File: src/rtl/mem_pkg.sv
`default_nettype none
// ============================================================================
//  Module      : mem_pkg
//  Description : Shared types and constants for the memory arbiter
//                (FSM state encoding, memory map limits, fairness limit).
//  Revision    : 1.0  initial release
// ============================================================================
package mem_pkg;

    // Arbiter FSM states
    typedef enum logic [1:0] {
        ST_IDLE  = 2'd0,
        ST_BURST = 2'd1,
        ST_DONE  = 2'd2
    } state_t;

    // First address past the data segment of the segmented memory
    localparam int MEM_TOP      = 1568;
    // Memory-mapped startIO trigger; sits exactly at the top of the data segment
    localparam int STARTIO_ADDR = 1568;
    // Consecutive CPU grants allowed during a burst before IO is forced in
    localparam int STREAK_MAX   = 3;

endpackage
`default_nettype wire

File: src/rtl/mem_arbiter.sv
`default_nettype none
// ============================================================================
//  Module      : mem_arbiter
//  Description : Shares the single data port of the segmented memory between
//                CPU data accesses and IO bursts. The CPU normally wins, but
//                an IO beat is forced in after three consecutive CPU grants
//                so a busy CPU cannot starve a running burst.
//  Revision    : 1.0  initial release
// ============================================================================
module mem_arbiter
    import mem_pkg::*;
#(
    parameter int WIDTH = 32,
    parameter int LENW  = 5
) (
    input  logic             clk,
    input  logic             rst_n,
    // CPU data-segment port
    input  logic             cpu_req,
    input  logic             cpu_we,
    input  logic [WIDTH-1:0] cpu_addr,
    input  logic [WIDTH-1:0] cpu_wd,
    output logic             cpu_stall,
    output logic [WIDTH-1:0] cpu_rd,
    // IO burst port
    input  logic             io_req,
    input  logic             io_we,
    input  logic [WIDTH-1:0] io_base,
    input  logic [LENW-1:0]  io_len,
    input  logic [WIDTH-1:0] io_wd,
    output logic             io_wd_pop,
    output logic             io_rd_valid,
    output logic [WIDTH-1:0] io_rd,
    output logic             io_done,
    output logic             io_err,
    // Shared memory data port
    output logic             m_we,
    output logic [WIDTH-1:0] m_addr,
    output logic [WIDTH-1:0] m_wd,
    input  logic [WIDTH-1:0] m_rd
);

    localparam logic [LENW-1:0] c_len_one    = {{(LENW-1){1'b0}}, 1'b1};
    localparam logic [1:0]      c_streak_max = 2'(STREAK_MAX);
    localparam logic [WIDTH-1:0] c_mem_top   = WIDTH'(MEM_TOP);
    localparam logic [WIDTH-1:0] c_startio   = WIDTH'(STARTIO_ADDR);

    state_t            r_state, w_state_nx;
    logic [LENW-1:0]   r_beat,   w_beat_nx;
    logic [1:0]        r_streak, w_streak_nx;
    logic              r_we,     w_we_nx;
    logic [WIDTH-1:0]  r_base,   w_base_nx;
    logic [LENW-1:0]   r_len,    w_len_nx;
    logic              r_err,    w_err_nx;

    logic              w_io_own;
    logic              w_cpu_own;
    logic [WIDTH-1:0]  w_beat_addr;
    logic              w_oob;

    // Ownership, beat address and bounds decode
    always_comb begin
        w_io_own    = (r_state == ST_BURST) && (!cpu_req || (r_streak == c_streak_max));
        // Held in reset the CPU owns nothing, so it sees a stall
        w_cpu_own   = rst_n && cpu_req && !w_io_own;
        // Address wraps modulo 2^WIDTH by construction of the adder width
        w_beat_addr = r_base + ({{(WIDTH-LENW){1'b0}}, r_beat} << 2);
        // startIO lies at the segment top, so it is rejected along with the rest
        w_oob       = (w_beat_addr >= c_mem_top) || (w_beat_addr == c_startio);
        cpu_stall   = cpu_req && !w_cpu_own;
        io_done     = (r_state == ST_DONE);
        io_err      = (r_state == ST_DONE) && r_err;
    end

    // Memory port steering and next-state logic
    always_comb begin
        w_state_nx  = r_state;
        w_beat_nx   = r_beat;
        w_streak_nx = r_streak;
        w_we_nx     = r_we;
        w_base_nx   = r_base;
        w_len_nx    = r_len;
        w_err_nx    = r_err;
        m_we        = 1'b0;
        m_addr      = '0;
        m_wd        = '0;
        cpu_rd      = '0;
        io_wd_pop   = 1'b0;
        io_rd_valid = 1'b0;
        io_rd       = '0;

        if (w_cpu_own) begin
            m_addr = cpu_addr;
            m_we   = cpu_we;
            m_wd   = cpu_wd;
            cpu_rd = m_rd;
        end else if (w_io_own && !w_oob) begin
            m_addr      = w_beat_addr;
            m_we        = r_we;
            m_wd        = io_wd;
            io_wd_pop   = r_we;
            io_rd_valid = !r_we;
            io_rd       = m_rd;
        end

        case (r_state)
            ST_IDLE: begin
                w_streak_nx = 2'd0;
                if (io_req) begin
                    w_we_nx    = io_we;
                    w_base_nx  = io_base;
                    w_len_nx   = io_len;
                    w_beat_nx  = '0;
                    w_err_nx   = 1'b0;
                    w_state_nx = (io_len == '0) ? ST_DONE : ST_BURST;
                end
            end
            ST_BURST: begin
                if (w_io_own) begin
                    w_streak_nx = 2'd0;
                    if (w_oob) begin
                        w_err_nx   = 1'b1;
                        w_state_nx = ST_DONE;
                    end else begin
                        w_beat_nx = r_beat + c_len_one;
                        if (r_beat == (r_len - c_len_one)) begin
                            w_state_nx = ST_DONE;
                        end
                    end
                end else if (w_cpu_own && (r_streak != c_streak_max)) begin
                    w_streak_nx = r_streak + 2'd1;
                end
            end
            ST_DONE: begin
                w_streak_nx = 2'd0;
                w_state_nx  = ST_IDLE;
            end
            default: begin
                w_streak_nx = 2'd0;
                w_state_nx  = ST_IDLE;
            end
        endcase
    end

    // State and burst context registers
    always_ff @(posedge clk or negedge rst_n) begin
        if (!rst_n) begin
            r_state  <= ST_IDLE;
            r_beat   <= '0;
            r_streak <= 2'd0;
            r_we     <= 1'b0;
            r_base   <= '0;
            r_len    <= '0;
            r_err    <= 1'b0;
        end else begin
            r_state  <= w_state_nx;
            r_beat   <= w_beat_nx;
            r_streak <= w_streak_nx;
            r_we     <= w_we_nx;
            r_base   <= w_base_nx;
            r_len    <= w_len_nx;
            r_err    <= w_err_nx;
        end
    end

endmodule
`default_nettype wire

File: config.mk
export PLATFORM = sky130hd
export DESIGN_NAME = mem_arbiter
export DESIGN_NICKNAME = d
export VERILOG_FILES = /design/src/rtl/mem_pkg.sv /design/src/rtl/mem_arbiter.sv
export SDC_FILE = /design/constraint.sdc
export NUM_CORES = 1
export LEC_CHECK = 0
export CAP_MARGIN = 20
export CORE_AREA = 4 4 116 118
export CTS_CLUSTER_SIZE = 40
export DETAILED_ROUTE_END_ITERATION = 16
export DIE_AREA = 0 0 120 122
export PLACE_DENSITY_LB_ADDON = 0.15
export SLEW_MARGIN = 20
export SYNTH_ARGS = -nofsm -noshare
export SYNTH_HDL_FRONTEND = slang
export SYNTH_SLANG_ARGS = --single-unit
File: constraint.sdc
create_clock -name clk -period 7.14 [get_ports clk]
set_input_delay 0.714 -clock clk [delete_from_list [all_inputs] [get_ports clk]]
set_output_delay 0.714 -clock clk [all_outputs]
set_load 0.02 [all_outputs]
==> impl_metrics.toml <==
[yosys]
synth_top_area_cell = "dfrtp_1"
ys_seq_elements = 48
yosysWarnings = 0
synth.distinct_cells = 61
syn_area_sq_um = 4121
async_flop_share = 1.000
synth_common_cells = "89 x and2_1, 48 x dfrtp_1, 41 x a22o_1"
synth.avg_cell_area_sq_um = 8.940
netlist.area_leader.share = 0.2914
synth_most_common_cell = "and2_1"
syn-num-nets = 641
netlist_instances = 461
ys_seq_area_frac = 0.2914
ys.flop_type = "dfrtp_1"
synth_edf_count = 0
synthTopCellsByArea = "dfrtp_1 29%, and2_1 14%, mux2_2 9.0%"

[clocking]
cts_sinks = 48
cts-root-buf = "clkbuf_16"
hold_buffers = 0
clockBufferDepth = 2
htree_levels = 2
insertion_delay_ps = 290
clk_pin_slew_ps = 70
cts_resized = 0
cts_tree = "done"
cts_setup_buffers = 0
cts-buffers-inserted = 5

[global_routing]
gr-usage-met1 = 0.3438
met3_usage = 0.08542
grt_overflow = 0
track_usage = 0.2638
grt.met2_usage = 0.4229
antenna_found_initial = 1
top_usage_layer = "met2"
grt_start_max_net_pins = 72
grt_pass1_wl_microns = 29120
grt_pass1_vias = 4627

[drt]
wl_microns = 20210
route.detailed.drc = 0
vias_per_cell = 5.106
wl_per_cell_microns = 22.01
drtPass1Iterations = 4
drt_iter0_drc = 386
vias = 4687
ant_nets = 0

[timing]
maxSlewViolCount = 0
worstMarginPinSlew_ps = 744.8
grt_setup_unrepaired = "false"
hold_violations = 0
period_needed_ps = 5786
tns_ps = 0
setup_viol = 0
maxSlewHeadroom = 0.5023
clock_skew_ps = 3.233
worst_slack_ps = 1354
finalCritPeriodShare = 0.8103
max_freq_mhz = 172.8

[final_layout]
syn_to_final_growth_pct = 82.06
num_antenna_cells = 0
drive_above_1_share = 0.08445
fillers = 1094
layout.nets = 925

[power]
p_sw_mw = 0.6510
leakagePower_nw = 2.935
peakVddDrop_v = 0.0001658
switching_share = 0.3761
p_int_mw = 1.080
seq_power_share = 0.328
p_clk_frac = 0.196
comb_power_share = 0.476
power.density_nw_per_um2 = 230.7

[placed_design]
dp_worst_setup_slack_ps = 1725
io_buffers = 304
place_hpwl_microns = 16860
place_congestion = 0.9214

[floorplanning]
core_area_sq_um = 12470
die_h_microns = 122
dieArea_sq_um = 14640
start_util = 0.3306
ioPinCount = 305
fp-row-count = 41
die_w_microns = 120

[worst_setup_path]
cp_cell_sequence = "ha_1, inv_1, fa_1, and2b_1, o2111ai_4, a211oi_2, a41o_1, nand4_1, nor4_4, nand4_2, nor2_4, buf_4, and2_1, clkdlybuf4s50_1"
cp_max_fo = 43
end_kind = "output port"
crit_required_ps = 6430
critical_path_class = "register to output port"
cp_slowest_cell = "nor2_4"
startpoint_type = "register"
cpPeakStageDelay_ps = 660
critPathArrivalTime_ps = 5070
r2r_slack_ps = 3530

[run_status]
status = "finished, final reports clean"

[run]
max-cap-violations = 0

[min_path]
hold_path_class = "register to register"
## final timing paths
check / depth (start not counted) / end / startpoint
max reg2reg: 12 / r_beat[4]$_DFFE_PN0P_ / r_beat[0]$_DFFE_PN0P_
min reg2reg: 1 / r_err$_DFFE_PN0P_ / r_err$_DFFE_PN0P_
min: 1 / r_err$_DFFE_PN0P_ / r_err$_DFFE_PN0P_
min in group asynchronous: 2 / r_base[10]$_DFFE_PN0P_ / rst_n
max in group asynchronous: 2 / r_base[11]$_DFFE_PN0P_ / rst_n
max: 14 / io_rd[8] / r_beat[0]$_DFFE_PN0P_
## logic make-up after synthesis
logic type,count (synthesis),synth area share
XOR/XNOR,19,0.04038
multiplexers,37,0.09988
flip-flops,48,0.2914
AO/OA/AOI/OAI,102,0.1973
AND/OR/NAND/NOR,205,0.2924
adder cells (fa/ha/maj),9,0.02915
buffers and inverters,41,0.04948
## power by group through the flow
stage / registers [mW] / logic (mW) / clock network [mW]
detailed placement: 0.571 / 0.803 / 0
floorplan: 0.488 / 0.585 / 0
global placement: 0.565 / 0.789 / 0
CTS: 0.566 / 0.808 / 0.344
finish: 0.568 / 0.824 / 0.339
global route: 0.595 / 0.898 / 0.357
## per-layer routing
layer  vias up  wire, microns
li1       2238              -
met1      2239           8372
met2       180           9368
met3        28           1981
met4         2            469
met5         -             14
## layout make-up
| class | instances | area (sq um) | area share |
|---|---|---|---|
| multi-input combinational | 372 | 2743 | 0.3655 |
| clock buffer | 5 | 125.1 | 0.01667 |
| timing repair buffer | 309 | 3095 | 0.4125 |
| clock inverter | 3 | 90.09 | 0.01201 |
| inverter | 9 | 33.78 | 0.004502 |
| tap | 172 | 215.2 | 0.02868 |
| sequential | 48 | 1201 | 0.1601 |
## critical path: cells and delay by family, from the launching register on
kind                       cells  cell delay, ps
DFF                            1             470
buffers and inverters          3            1200
AOI/OAI and AO/OA              3             750
and+or+nand+nor                6            1720
adders and majority gates      2             620
## registers in the layout, indices dropped and copies added (netlist names)
register and cells:
r_len 5, r_beat 5, r_streak 2, r_err 1, r_state 2, r_base 32
r_we 1
## stage by stage
step | power (mW) | hold WS [ps] | cell area, sq um | std cells | util
floorplan | 1.073 | 418.4 | 4121 | 461 | -
global placement | 1.354 | 487.4 | 7261 | 909 | 0.5825
detailed placement | 1.374 | 495.9 | 7261 | 909 | 0.5825
CTS | 1.718 | 511.1 | 7476 | 917 | 0.5997
global route | 1.850 | 535.2 | 7503 | 918 | 0.6019
finish | 1.731 | 508.5 | 7503 | 918 | 0.6019
## layout by cell type, fill, tap and decap left out, types with 5 or more instances in the layout
master             n
a21oi_1           10
a22o_1            41
a31oi_1            6
and2_1            89
and3_1             8
clkbuf_16          5
clkdlybuf4s50_1  303
dfrtp_1           48
ha_1               8
inv_1              9
mux2_2            33
nand2_1           28
nand3_1           11
nand4_1            9
nor2_1            17
nor2b_1            6
nor3_1             7
nor4_1             6
o21ai_0            9
xnor2_1           13
xor2_1             6
(Power assumes the default switching activity.)
